File: src/rtl/bcd_scan_pkg.sv
// Shared constants for the multiplexed BCD display.
// Segment patterns are active-low with segments a..g on bits 0..6.
package bcd_scan_pkg;

    typedef logic [6:0] seg_t;

    localparam seg_t SEG_BLANK = 7'b1111111;
    localparam seg_t SEG_ZERO  = 7'b1000000;
    localparam seg_t SEG_ONE   = 7'b1111001;
    localparam seg_t SEG_TWO   = 7'b0100100;
    localparam seg_t SEG_THREE = 7'b0110000;
    localparam seg_t SEG_FOUR  = 7'b0011001;
    localparam seg_t SEG_FIVE  = 7'b0010010;
    localparam seg_t SEG_SIX   = 7'b0000010;
    localparam seg_t SEG_SEVEN = 7'b1111000;
    localparam seg_t SEG_EIGHT = 7'b0000000;
    localparam seg_t SEG_NINE  = 7'b0010000;

    // Wide enough for the largest supported digit count; sliced to NDIG at the use site.
    localparam logic [7:0] AN_OFF = 8'hFF;

endpackage

File: src/rtl/bcd7seg_dec.sv
// Combinational BCD to active-low seven-segment decoder; codes 10-15 decode to blank.
module bcd7seg_dec
    import bcd_scan_pkg::*;
(
    input  logic [3:0] i_code,
    output logic [6:0] o_seg_n
);

    always_comb begin
        o_seg_n = SEG_BLANK;
        case (i_code)
            4'd0:    o_seg_n = SEG_ZERO;
            4'd1:    o_seg_n = SEG_ONE;
            4'd2:    o_seg_n = SEG_TWO;
            4'd3:    o_seg_n = SEG_THREE;
            4'd4:    o_seg_n = SEG_FOUR;
            4'd5:    o_seg_n = SEG_FIVE;
            4'd6:    o_seg_n = SEG_SIX;
            4'd7:    o_seg_n = SEG_SEVEN;
            4'd8:    o_seg_n = SEG_EIGHT;
            4'd9:    o_seg_n = SEG_NINE;
            default: o_seg_n = SEG_BLANK;
        endcase
    end

endmodule

File: src/rtl/bcd_scan_display.sv
// Multiplexed BCD display scanner with a one-deep pending buffer swapped in at frame boundaries.
// Optional feature: define LEADING_ZERO_BLANK_EN to blank leading zero digits.
module bcd_scan_display
    import bcd_scan_pkg::*;
#(
    parameter int NDIG      = 4,
    parameter int DIG_CYC   = 100000,
    parameter int BLANK_CYC = 2
) (
    input  logic              clk,
    input  logic              rst_n,
    input  logic              in_valid,
    output logic              in_ready,
    input  logic [4*NDIG-1:0] in_bcd,
    input  logic [NDIG-1:0]   in_dp,
    output logic [6:0]        seg_n,
    output logic              dp_n,
    output logic [NDIG-1:0]   an_n,
    output logic              frame_start
);

    localparam int PW = $clog2(DIG_CYC);
    localparam int IW = (NDIG > 1) ? $clog2(NDIG) : 1;

    logic [PW-1:0]     r_presc;
    logic [IW-1:0]     r_idx;
    logic              r_pend;
    logic [4*NDIG-1:0] r_pend_bcd;
    logic [NDIG-1:0]   r_pend_dp;
    logic [4*NDIG-1:0] r_disp_bcd;
    logic [NDIG-1:0]   r_disp_dp;
    logic [6:0]        r_seg_n;
    logic              r_dp_n;
    logic [NDIG-1:0]   r_an_n;
    logic              r_frame_start;

    logic              w_presc_wrap;
    logic              w_idx_wrap;
    logic              w_slot0_start;
    logic              w_blank;
    logic [3:0]        w_codes [NDIG];
    logic [3:0]        w_sel_code;
    logic [6:0]        w_dec_seg_n;
    logic [NDIG-1:0]   w_an_sel_n;
    logic              w_lz_sel;

    assign w_presc_wrap  = (r_presc == PW'(DIG_CYC - 1));
    assign w_idx_wrap    = (r_idx == IW'(NDIG - 1));
    assign w_slot0_start = (r_presc == '0) && (r_idx == '0);
    assign w_blank       = (r_presc < PW'(BLANK_CYC));
    assign in_ready      = !r_pend;

    genvar gi;
    generate
        for (gi = 0; gi < NDIG; gi++) begin : g_dig
            assign w_codes[gi]    = r_disp_bcd[4*gi +: 4];
            assign w_an_sel_n[gi] = (r_idx != IW'(gi));
        end
    endgenerate

    assign w_sel_code = w_codes[r_idx];

    bcd7seg_dec u_dec (
        .i_code  (w_sel_code),
        .o_seg_n (w_dec_seg_n)
    );

`ifdef LEADING_ZERO_BLANK_EN
    // w_lz[i] is set when digit i and every digit above it are zero.
    logic [NDIG-1:0] w_lz;

    always_comb begin : p_lz
        logic v_run;
        v_run = 1'b1;
        w_lz  = '0;
        for (int i = NDIG - 1; i >= 0; i--) begin
            v_run   = v_run && (w_codes[i] == 4'd0);
            w_lz[i] = v_run;
        end
    end

    assign w_lz_sel = (r_idx != '0) && w_lz[r_idx];
`else
    assign w_lz_sel = 1'b0;
`endif

    always_ff @(posedge clk or negedge rst_n) begin
        if (!rst_n) begin
            r_presc <= '0;
            r_idx   <= '0;
        end else if (w_presc_wrap) begin
            r_presc <= '0;
            r_idx   <= w_idx_wrap ? '0 : r_idx + 1'b1;
        end else begin
            r_presc <= r_presc + 1'b1;
        end
    end

    // The display register only changes as the digit 0 slot begins, so a frame never tears.
    always_ff @(posedge clk or negedge rst_n) begin
        if (!rst_n) begin
            r_pend     <= 1'b0;
            r_pend_bcd <= '0;
            r_pend_dp  <= '0;
            r_disp_bcd <= '0;
            r_disp_dp  <= '0;
        end else if (w_slot0_start && r_pend) begin
            r_disp_bcd <= r_pend_bcd;
            r_disp_dp  <= r_pend_dp;
            r_pend     <= 1'b0;
        end else if (in_valid && !r_pend) begin
            r_pend_bcd <= in_bcd;
            r_pend_dp  <= in_dp;
            r_pend     <= 1'b1;
        end
    end

    always_ff @(posedge clk or negedge rst_n) begin
        if (!rst_n) begin
            r_seg_n       <= SEG_BLANK;
            r_dp_n        <= 1'b1;
            r_an_n        <= AN_OFF[NDIG-1:0];
            r_frame_start <= 1'b0;
        end else begin
            r_frame_start <= w_slot0_start;
            if (w_blank) begin
                r_seg_n <= SEG_BLANK;
                r_dp_n  <= 1'b1;
                r_an_n  <= AN_OFF[NDIG-1:0];
            end else begin
                r_seg_n <= w_lz_sel ? SEG_BLANK : w_dec_seg_n;
                r_dp_n  <= !r_disp_dp[r_idx];
                r_an_n  <= w_an_sel_n;
            end
        end
    end

    assign seg_n       = r_seg_n;
    assign dp_n        = r_dp_n;
    assign an_n        = r_an_n;
    assign frame_start = r_frame_start;

endmodule

File: config.mk
export PLATFORM = sky130hd
export DESIGN_NAME = bcd_scan_display
export DESIGN_NICKNAME = d
export VERILOG_FILES = /design/src/rtl/bcd_scan_pkg.sv /design/src/rtl/bcd7seg_dec.sv /design/src/rtl/bcd_scan_display.sv
export SDC_FILE = /design/constraint.sdc
export NUM_CORES = 1
export LEC_CHECK = 0
export ABC_CLOCK_PERIOD_IN_PS = 3100
export BUFFER_PORTS_ARGS = -buffer_cell sky130_fd_sc_hd__buf_2
export CAP_MARGIN = 10
export CELL_PAD_IN_SITES_DETAIL_PLACEMENT = 1
export CELL_PAD_IN_SITES_GLOBAL_PLACEMENT = 1
export CORE_MARGIN = 1
export CORE_UTILIZATION = 50
export CTS_CLUSTER_DIAMETER = 100
export CTS_CLUSTER_SIZE = 16
export DETAILED_ROUTE_END_ITERATION = 16
export HOLD_SLACK_MARGIN = 0.02
export PLACE_DENSITY_LB_ADDON = 0.2
export SYNTH_ARGS = -nofsm -noshare
export SYNTH_HDL_FRONTEND = slang
export SYNTH_SLANG_ARGS = --single-unit
File: constraint.sdc
create_clock -name clk -period 3.1 [get_ports clk]
set_input_delay 0.31 -clock clk [delete_from_list [all_inputs] [get_ports clk]]
set_output_delay 0.31 -clock clk [all_outputs]
set_load 0.1 [all_outputs]
==> results of run 1 <==
-- critical path, stage by stage, from the launching register on --
cell	delay, ps
dfrtp_1	450
or4_1	590
nor4_4	330
nand4_4	480
mux2_4	460
-- logic make-up after synthesis --
kind of cell             after synthesis  synth area share
AO/OA/AOI/OAI                         18           0.02981
XOR/XNOR                              13           0.03434
adder cells (fa/ha/maj)               11           0.04151
buffers and inverters                 19           0.02641
flip-flops                            73            0.5555
multiplexers                          48            0.2011
AND/OR/NAND/NOR                       58            0.1113
-- flip-flops by register name (all words and copies together), names as in the netlist --
register	cells
dp_n	1
frame_start	1
r_pend_dp	4
r_pend	1
an_n	4
r_disp_dp	4
r_idx	2
r_presc	17
r_pend_bcd	16
seg_n	7
r_disp_bcd	16
-- where the power goes --
part	switching [uW]	total, uW	leakage (uW)	internal (uW)
Clock	361	650	0.0000850	288
Sequential	18.2	1000	0.000919	986
Combinational	29.4	66.0	0.000760	36.5
Total	409	1720	0.00176	1310
-- worst max-delay path by stage --
| stage | end | start | slack [ps] | depth (start not counted) |
|---|---|---|---|---|
| 6_report | r_disp_dp[1] | r_presc[9] | 680 | 4 |
| 5_1_grt | r_disp_bcd[6] | r_presc[9] | 530 | 4 |
| 4_1_cts | r_disp_bcd[6] | r_presc[9] | 660 | 4 |
| 3_5_place_dp | r_disp_bcd[7] | r_presc[9] | 660 | 4 |
| 3_3_place_gp | r_disp_bcd[15] | r_presc[10] | 720 | 4 |
| 2_1_floorplan | r_disp_bcd[10] | r_presc[10] | 1080 | 5 |
-- stage by stage --
step | util | worst slack [ps] | instances
CTS | 0.5868 | 658.2 | 365
global placement | 0.5600 | 717.1 | 349
floorplan | - | 1081 | 240
finish | 0.5868 | 677.1 | 365
global route | 0.5868 | 530.7 | 365
detailed placement | 0.5600 | 663.1 | 349
-- cell usage in the layout, fill, tap and decap left out, types with 4 or more instances in the layout --
| cell type | count |
|---|---|
| dfrtp_1 | 61 |
| buf_2 | 36 |
| mux2_2 | 23 |
| mux2_4 | 19 |
| nand2_1 | 12 |
| dfstp_2 | 12 |
| inv_1 | 11 |
| nor2_1 | 11 |
| ha_1 | 11 |
| xor2_1 | 9 |
| clkbuf_8 | 9 |
| o21ai_0 | 8 |
| a21oi_1 | 7 |
| mux4_2 | 5 |
| nand4_1 | 5 |
| nand3_1 | 5 |
| nand2b_1 | 4 |
| xnor2_1 | 4 |
| buf_4 | 4 |
-- Yosys cell counts --
library cell   n
a211oi_1       1
a21oi_1        7
and3_1         1
and3_2         1
and4_1         3
buf_1          1
buf_2          1
buf_6          2
clkbuf_1       4
dfrtp_1       61
dfstp_2       12
ha_1          11
inv_1         11
mux2_2        23
mux2_4        19
mux2i_1        1
mux4_2         5
nand2_1       12
nand2b_1       4
nand3_1        5
nand4_1        5
nand4_4        1
nor2_1        11
nor2b_1        3
nor3_1         2
nor4_4         2
nor4b_1        1
o21a_1         1
o21ai_0        8
o41ai_1        1
or2_2          2
or3_1          1
or3_4          1
or4_1          1
or4_4          2
xnor2_1        4
xor2_1         9
-- cell type report --
| class | instances | share of cell area |
|---|---|---|
| well taps | 77 | 0.02571 |
| clock buffers | 9 | 0.03306 |
| repair buffers | 40 | 0.05609 |
| multi-input cells | 148 | 0.3700 |
| inverters | 11 | 0.01102 |
| flip-flops and latches | 73 | 0.4915 |
| clock inverters | 7 | 0.01269 |
-- per-layer routing --
layer	vias to the layer above	global-route usage
met4	0	0.08320
met3	11	0.03678
li1	924	-
met2	36	0.3256
met5	-	0
met1	995	0.2601
==> summary.txt, run 1 <==
mean number of vias per cell -> 5.386
HP Class -> primary input to async pin
Final Slew Violations -> 0
n_diodes -> 0
filler cell count in the final layout -> 655
Reg area -> 1842 sq um
Power per Cell Area -> 459.0 nW/um^2
initial antenna violation count -> 0
GR Util All Layers -> 0.1982
reg2reg start -> r_presc[9]
final instance area -> 3747 sq um
die area -> 6961 sq um
register area share after synthesis -> 0.5555
Synth area leader -> dfrtp_1
Leak Pwr -> 0.001764 uW
layout cell share with drive strength beyond 1 -> 0.4306
Slew headroom -> 0.5029
largest net degree at the start of global routing -> 33
worst-margin pin slew -> 745.6 ps
power after layout -> 1720 uW
status -> finished, final reports clean
Synth cell types -> 37
final period utilization -> 0.7816
Critical Path End Type -> flip-flop
H-Tree Depth -> 3
Synth area leaders -> dfrtp_1 46%, dfstp_2 9.5%, mux2_4 8.6%
cts hold-fix bufs -> 0
Vias -> 1966
RSZ-0062 raised after global routing -> false
met2 routed WL -> 2.998 mm
multi-input logic area -> 1386 sq um
core box area -> 6386 sq um
port bufs -> 36
worst reg2reg endpoint -> r_disp_dp[1]
Post-CTS Setup Inserts -> 0
Ys Warns -> 0
Max Clk Rate -> 412.7 MHz
drt pass-1 iters -> 4
Mean Syn Cell Area -> 13.82 sq um
Critical Path Source Type -> flip-flop
Mapped Area -> 3316 sq um
WL final -> 6.129 mm
Area after DPL -> 3576 sq um
first-pass GRT wire length -> 10.51 mm
Initial Util -> 0.5192
setup_tns -> 0 ps
Yosys top cell area share -> 0.4604
HPWL Detailed -> 4.516 mm
Core Rows -> 29
Peak VDD IR -> 0.3056 mV
IO Count -> 37
hold_ws -> 26.27 ps
worst reg-to-reg path cell count -> 4
final hold violation count -> 0
Post-Syn Instances -> 240
GPL Wtd Cong -> 0.8085
Final setup viols -> 0
Max Cap Viol -> 0
highest metal used -> met4
clock latency on the worst-skew pair -> 340 ps
CTS Buffer Depth -> 2
syn_nets -> 274
post-route DRC violation count -> 0
Layout Skew -> 7.327 ps
kind of critical path -> flip-flop to flip-flop
antenna viol nets, final -> 0
CTS clk-pin slew, worst paths -> 80 ps
Seq cells post-synth -> 73
DRT iter0 DRCs -> 76
TritonCTS buffer count -> 9
CTS Sinks -> 73
R2R setup slack -> 680 ps
DR WL met3 -> 186 microns
CTS tree -> done
vias in the first global route -> 2161
crit path time final -> 2423 ps
Worst Path Arrival -> 2650 ps
Die Width -> 83.44 microns
Die Ht -> 83.44 microns
Overflow after GRT -> 0
wire per inst -> 16.79 microns
Critical Path RT -> 3330 ps
Met1 Wirelength -> 2.837 mm
final net count -> 317
Critical Path Fanout Max -> 21
Clock Tree Root -> clkbuf_8
Resized Gates After CTS -> 0
Area growth syn-to-layout -> 13.02%
No activity file was read; power rests on OpenSTA's default activity.
==> run 2, diff against run 1 <==
--- a/config.mk
+++ b/config.mk
@@ -5,13 +5,14 @@
 export SDC_FILE = /design/constraint.sdc
 export NUM_CORES = 1
 export LEC_CHECK = 0
-export ABC_CLOCK_PERIOD_IN_PS = 3100
+export ABC_AREA = 1
+export ABC_CLOCK_PERIOD_IN_PS = 2500
 export BUFFER_PORTS_ARGS = -buffer_cell sky130_fd_sc_hd__buf_2
 export CAP_MARGIN = 10
 export CELL_PAD_IN_SITES_DETAIL_PLACEMENT = 1
 export CELL_PAD_IN_SITES_GLOBAL_PLACEMENT = 1
 export CORE_MARGIN = 1
-export CORE_UTILIZATION = 50
+export CORE_UTILIZATION = 45
 export CTS_CLUSTER_DIAMETER = 100
 export CTS_CLUSTER_SIZE = 16
 export DETAILED_ROUTE_END_ITERATION = 16
==> constraint.sdc (replaced) <==
create_clock -name clk -period 2.5 [get_ports clk]
set_input_delay 0.25 -clock clk [delete_from_list [all_inputs] [get_ports clk]]
set_output_delay 0.25 -clock clk [all_outputs]
set_load 0.1 [all_outputs]
==> run 2 against run 1 <==
Effect of this change: clock skew up 1.3 ps; first-iteration DRC count up 68%; critical path depth up 5; routed wire length up 32%; largest power group unchanged; die area up 21%; synthesized area up 9.7%; core utilization down 5.6 points.
==> summary.txt, run 2 <==
mean number of vias per cell -> 5.084 (-5.6%)
Mean Syn Cell Area -> 9.022 sq um (-35%)
final hold violation count -> 0 (unchanged)
commonest non-fill, non-tap cell in the layout -> nand2_1
Overflow after GRT -> 0 (unchanged)
CP Launch Point -> r_idx[0]
antenna viol nets, final -> 0 (unchanged)
final period utilization -> 0.8255 (+0.04392)
Critical Path Fanout Max -> 21 (unchanged)
Synth area leaders -> dfrtp_1 42%, nand2_1 11%, dfstp_2 8.7%
status -> finished, final reports clean
worst-margin pin slew -> 779.6 ps (+33.93 ps)
final net count -> 476 (+50%)
biggest regs -> r_presc (17), r_disp_bcd (16), r_pend_bcd (16)
Vias -> 2791 (+42%)
wire per inst -> 14.77 microns (-12%)
Hold Path End -> r_pend_bcd[13]
Clock Tree Root -> clkbuf_8
Critical Path Source Type -> flip-flop
kind of critical path -> flip-flop to flip-flop
most common cell in the netlist -> nand2_1
Max Cap Viol -> 0 (unchanged)
Critical Path RT -> 2730 ps (-600 ps)
CTS tree -> done
GR Util All Layers -> 0.2161 (+0.01786)
hold_ws -> 107.8 ps (+81.51 ps)
Worst Path Arrival -> 2300 ps (-350 ps)
async set-reset flop share out of synthesis -> 1.000 (unchanged)
Power per Cell Area -> 573.7 nW/um^2 (+25%)
layout cell share with drive strength beyond 1 -> 0.2237 (-0.2068)
Peak VDD IR -> 0.3434 mV (+12%)
worst hold path cell count -> 2
Final Slew Violations -> 0 (unchanged)
Slew headroom -> 0.4790 (-0.02388)
HPWL Detailed -> 5.866 mm (+30%)
Synth area leader -> dfrtp_1
IO Count -> 37 (unchanged)
largest net degree at the start of global routing -> 74 (+120%)
Synth cell types -> 30 (-19%)
synth cell count leaders -> 107 x nand2_1, 61 x dfrtp_1, 46 x nor2_1
Initial Util -> 0.4681 (-0.05109)
Core Rows -> 32 (+10%)
ys flop type -> dfrtp_1
CTS clk-pin slew, worst paths -> 80 ps (about the same)
register area share after synthesis -> 0.5065 (-0.04893)
Post-Syn Instances -> 403 (+68%)
Max Clk Rate -> 484.6 MHz (+17%)
CTS Buffer Depth -> 2 (unchanged)
Largest register FFs -> 17 (unchanged)
first-pass GRT wire length -> 14.20 mm (+35%)
crit path time final -> 2064 ps (-359.2 ps)
Critical Path End Type -> flip-flop
Yosys top cell area share -> 0.4198 (-0.04056)
port bufs -> 36 (unchanged)
Leak Pwr -> 0.002107 uW (+19%)
Final setup viols -> 0 (unchanged)
Die Ht -> 91.89 microns (+10%)
die area -> 8444 sq um (+21%)
Die Width -> 91.89 microns (+10%)
Mapped Area -> 3636 sq um (+9.7%)
core box area -> 7767 sq um (+22%)
GPL Wtd Cong -> 0.8146 (+0.75%)
RSZ-0062 raised after global routing -> false
vias in the first global route -> 2893 (+34%)
Top reg by flops -> r_presc
HP Class -> primary input to flip-flop
setup_tns -> 0 ps (unchanged)
worst reg2reg endpoint -> r_pend
Seq cells post-synth -> 73 (unchanged)
filler cell count in the final layout -> 936 (+43%)
DRT iter0 DRCs -> 128 (+68%)
clock latency on the worst-skew pair -> 350 ps (about the same)
n_diodes -> 0 (unchanged)
pre-CTS setup slack -> 431.4 ps (-231.7 ps)
WL final -> 8.109 mm (+32%)
CTS Sinks -> 73 (unchanged)
H-Tree Depth -> 3 (unchanged)
Ys Warns -> 0 (unchanged)
EDFF count, synth -> 0 (unchanged)
TritonCTS buffer count -> 9 (unchanged)
reg2reg start -> r_idx[0]
most frequent cells in the layout -> 107 x nand2_1, 61 x dfrtp_1, 46 x nor2_1
min-delay src -> in_bcd[13]
syn_nets -> 437 (+59%)
Resized Gates After CTS -> 0 (unchanged)
Layout Skew -> 8.594 ps (+1.267 ps)
setup ws final -> 436.3 ps (-240.8 ps)
initial antenna violation count -> 0 (unchanged)
Area growth syn-to-layout -> 13.32%
post-route DRC violation count -> 0 (unchanged)
R2R setup slack -> 440 ps (-240 ps)
drt pass-1 iters -> 4 (unchanged)
worst reg-to-reg path cell count -> 9 (+5)
## run 2: cell count changes after synthesis, sizes merged, moves of 4 or more
cell	previous run	this run
a21oi	7	1
xnor2	4	0
mux2	42	20
buf	4	11
nand2b	4	0
inv	11	38
nor2	11	54
nand2	12	113
nand3	5	31
nand4	6	24
mux4	5	0
## run 2: worst max-delay path by stage
stage	endpoint	slack, ps	cells past startpoint
after floorplan	r_disp_dp[3]	940	11
after global placement	r_pend	530	9
after detailed placement	r_disp_bcd[10]	430	9
after CTS	r_disp_bcd[3]	410	9
after global routing	r_disp_bcd[1]	180	9
final	r_pend	440	9
## run 2: critical path, stage by stage, from the launching register on
cell     delay [ps]
dfrtp_1         550
inv_2           250
ha_1            200
nand2_1          50
nor2_1           80
nand2_1          90
nor2_2          140
nand3_2         340
o21ai_0         190
inv_1            60
## run 2: area by class of cell
class                   instances  area (sq um)  share of cell area
flip-flops and latches         73          1842              0.4470
multi-input cells             278          1541              0.3741
repair buffers                 41         232.7             0.05648
inverters                      39         148.9             0.03614
clock buffers                  10         137.6             0.03340
well taps                     102         127.6             0.03097
clock inverters                 6         90.09             0.02186
## run 2: cell families after synthesis
| kind of cell | synth area share |
|---|---|
| XOR/XNOR | 0.01686 |
| buffers and inverters | 0.06951 |
| AND/OR/NAND/NOR | 0.2873 |
| AO/OA/AOI/OAI | 0.01996 |
| multiplexers | 0.06194 |
| adder cells (fa/ha/maj) | 0.03785 |
| flip-flops | 0.5065 |
## run 2: report_power, final
group          switching (uW)  internal [uW]
Clock                     464            593
Combinational            34.5           34.7
Sequential               19.7           1220
## run 2: through the flow
step / cells / total power [uW] / util / cell area, sq um
finish: 549 / 2364 / 0.5304 / 4120
global route: 549 / 2466 / 0.5304 / 4120
floorplan: 403 / 1279 / - / 3636
detailed placement: 532 / 1333 / 0.4998 / 3882
CTS: 549 / 2401 / 0.5304 / 4120
global placement: 532 / 1326 / 0.4998 / 3882
## run 2: timing repair
item,in CTS,in global routing
hold endpoints to repair,61,0
setup buffers,0,0
hold buffers,1,0
## run 2: layer usage
metal  share of wire  global-route usage  vias up  wire length, microns
met5               0                   0        -                     0
met4           0.010             0.05469        0                    85
met3           0.024             0.04809        8                   195
met2            0.50              0.3607       39                  4057
met1            0.46              0.2843     1368                  3770
li1                -                   -     1376                     -
==> run 3, diff against run 2 <==
--- a/config.mk
+++ b/config.mk
@@ -6,7 +6,7 @@
 export NUM_CORES = 1
 export LEC_CHECK = 0
 export ABC_AREA = 1
-export ABC_CLOCK_PERIOD_IN_PS = 2500
+export ABC_CLOCK_PERIOD_IN_PS = 2150
 export BUFFER_PORTS_ARGS = -buffer_cell sky130_fd_sc_hd__buf_2
 export CAP_MARGIN = 10
 export CELL_PAD_IN_SITES_DETAIL_PLACEMENT = 1
==> constraint.sdc (replaced) <==
create_clock -name clk -period 2.15 [get_ports clk]
set_input_delay 0.215 -clock clk [delete_from_list [all_inputs] [get_ports clk]]
set_output_delay 0.215 -clock clk [all_outputs]
set_load 0.1 [all_outputs]
==> run 3 against run 2 <==
Effect of this change: sequential power rose by 16%; die area unchanged; register-to-register slack worse by 130 ps; routed wire length is 4.3% higher; clock skew down 0.51 ps; core utilization up 0.18 points; cell count is 0.73% higher; sequential cell count did not move; clock power up 4%; non-clock buffer count increased by 4.
==> summary.txt, run 3 (synthesis gave the netlist of run 2 again) <==
CTS clk-pin slew, worst paths -> 80 ps (about the same)
WL final -> 8.456 mm (+4.3%)
TritonCTS buffer count -> 9 (unchanged)
Max Cap Viol -> 0 (unchanged)
port bufs -> 36 (unchanged)
Worst Path Arrival -> 2080 ps (-220 ps)
post-route DRC violation count -> 0 (unchanged)
worst-margin pin slew -> 489.6 ps (-290.0 ps)
Most Frequent Cell on Critical Path -> nand2_1
final instance area -> 4134 sq um (+0.33%)
CTS Sinks -> 73 (unchanged)
kind of critical path -> flip-flop to flip-flop
final hold violation count -> 0 (unchanged)
HP Class -> primary input to flip-flop
Leak Pwr -> 0.002120 uW (+0.65%)
Critical-path top delay cell -> dfrtp_1
CTS tree -> done
Final Slew Violations -> 0 (unchanged)
largest net degree at the start of global routing -> 49 (-34%)
Largest delay share family, worst path -> simple AND/OR/NAND/NOR gates
Power per Cell Area -> 636.3 nW/um^2 (+11%)
most frequent cells in the layout -> 107 x nand2_1, 61 x dfrtp_1, 46 x nor2_1
Area growth syn-to-layout -> 13.70%
Critical Path RT -> 2380 ps (-350 ps)
core box area -> 7767 sq um (unchanged)
initial antenna violation count -> 0 (unchanged)
GR Util All Layers -> 0.2274 (+0.01129)
Slew headroom -> 0.6759 (+0.1968)
crit path time final -> 1846 ps (-217.3 ps)
final period utilization -> 0.8588 (+0.03333)
Core Rows -> 32 (unchanged)
filler cell count in the final layout -> 934 (-0.21%)
Critical Path Source Type -> flip-flop
Peak VDD IR -> 0.3692 mV (+7.5%)
RSZ-0062 raised after global routing -> false
Post-CTS Setup Inserts -> 0 (unchanged)
final net count -> 480 (+0.84%)
Critical Path Fanout Max -> 21 (unchanged)
Overflow after GRT -> 0 (unchanged)
Critical Path End Type -> flip-flop
power after layout -> 2630 uW (+11%)
layout cell share with drive strength beyond 1 -> 0.2306 (+0.006885)
setup_tns -> 0 ps (unchanged)
biggest regs -> r_presc (17), r_disp_bcd (16), r_pend_bcd (16)
worst path bufs/invs -> 2 (unchanged)
Vias -> 2854 (+2.3%)
clock latency on the worst-skew pair -> 350 ps (about the same)
n_diodes -> 0 (unchanged)
Layout Skew -> 8.089 ps (-0.5051 ps)
commonest non-fill, non-tap cell in the layout -> nand2_1
drt pass-1 iters -> 4 (unchanged)
HPWL Detailed -> 6.237 mm (+6.3%)
Critical Path Max Stage Delay -> 390 ps (-160 ps)
CTS Buffer Depth -> 2 (unchanged)
GPL Wtd Cong -> 0.8564 (+5.1%)
first-pass GRT wire length -> 14.88 mm (+4.8%)
Largest register FFs -> 17 (unchanged)
die area -> 8444 sq um (unchanged)
status -> finished, final reports clean
Clock Tree Root -> clkbuf_8
H-Tree Depth -> 3 (unchanged)
mean number of vias per cell -> 5.161 (+1.5%)
Die Ht -> 91.89 microns (unchanged)
wire per inst -> 15.29 microns (+3.5%)
IO Count -> 37 (unchanged)
DRT iter0 DRCs -> 59 (-54%)
Max Clk Rate -> 541.6 MHz (+12%)
Final setup viols -> 0 (unchanged)
Area after DPL -> 3913 sq um (+0.77%)
vias in the first global route -> 3071 (+6.2%)
CP Cell Sequence -> inv_2 > ha_1 > nand2_1 > nor2_1 > nand2_1 > nor2_2 > nand3_4 > o21ai_0 > inv_1
antenna viol nets, final -> 0 (unchanged)
Top reg by flops -> r_presc
Die Width -> 91.89 microns (unchanged)
Initial Util -> 0.4681 (unchanged)
[run 3: where the power goes]
group / internal [uW] / total [uW] / switching, uW
logic: 41.6 / 83.3 / 41.8
registers: 1420 / 1440 / 25.3
clock network: 571 / 1100 / 533
[run 3: worst paths after layout]
| check | start | endpoint | slack [ps] | cells after the start |
|---|---|---|---|---|
| setup / recovery | r_idx[0] | r_pend | 300 | 9 |
| hold / removal | in_dp[2] | r_pend_dp[2] | 70 | 2 |
| setup reg to reg | r_idx[0] | r_pend | 300 | 9 |
| hold reg to reg | r_disp_bcd[2] | r_disp_bcd[2] | 470 | 2 |
| max in group asynchronous | rst_n | seg_n[4] | 1320 | 3 |
| min in group asynchronous | rst_n | r_presc[8] | 250 | 2 |
[run 3: layer usage]
metal,vias up,track usage,wire (microns)
li1,1387,-,-
met1,1402,0.2684,3668
met2,51,0.4086,4344
met3,14,0.03648,271
met4,0,0.09505,172
met5,-,0,0
[run 3: final cells by class]
class,instances,area (sq um),area share
Sequential cell,73,1842,0.4455
Clock inverter,6,66.31,0.01604
Clock buffer,10,137.6,0.03329
Multi-Input combinational cell,278,1549,0.3747
Tap cell,102,127.6,0.03087
Inverter,39,148.9,0.03602
Timing Repair Buffer,45,262.8,0.06356
[run 3: stage by stage]
stage / util / setup slack, ps / hold slack [ps] / instances
final: 0.5322 / 303.5 / 65.88 / 553
after global routing: 0.5322 / 117.6 / 58.34 / 553
after CTS: 0.5313 / 148.0 / 58.57 / 553
after detailed placement: 0.5037 / 255.6 / 111.7 / 536
after global placement: 0.5037 / 357.0 / 98.96 / 536
after floorplan: - / 593.1 / -80.59 / 403
[run 3: repair_timing]
item	4_1_cts	5_1_grt
setup endpoints to repair	0	1
resized for setup	0	1
hold buffers	1	0
hold endpoints to repair	7	0
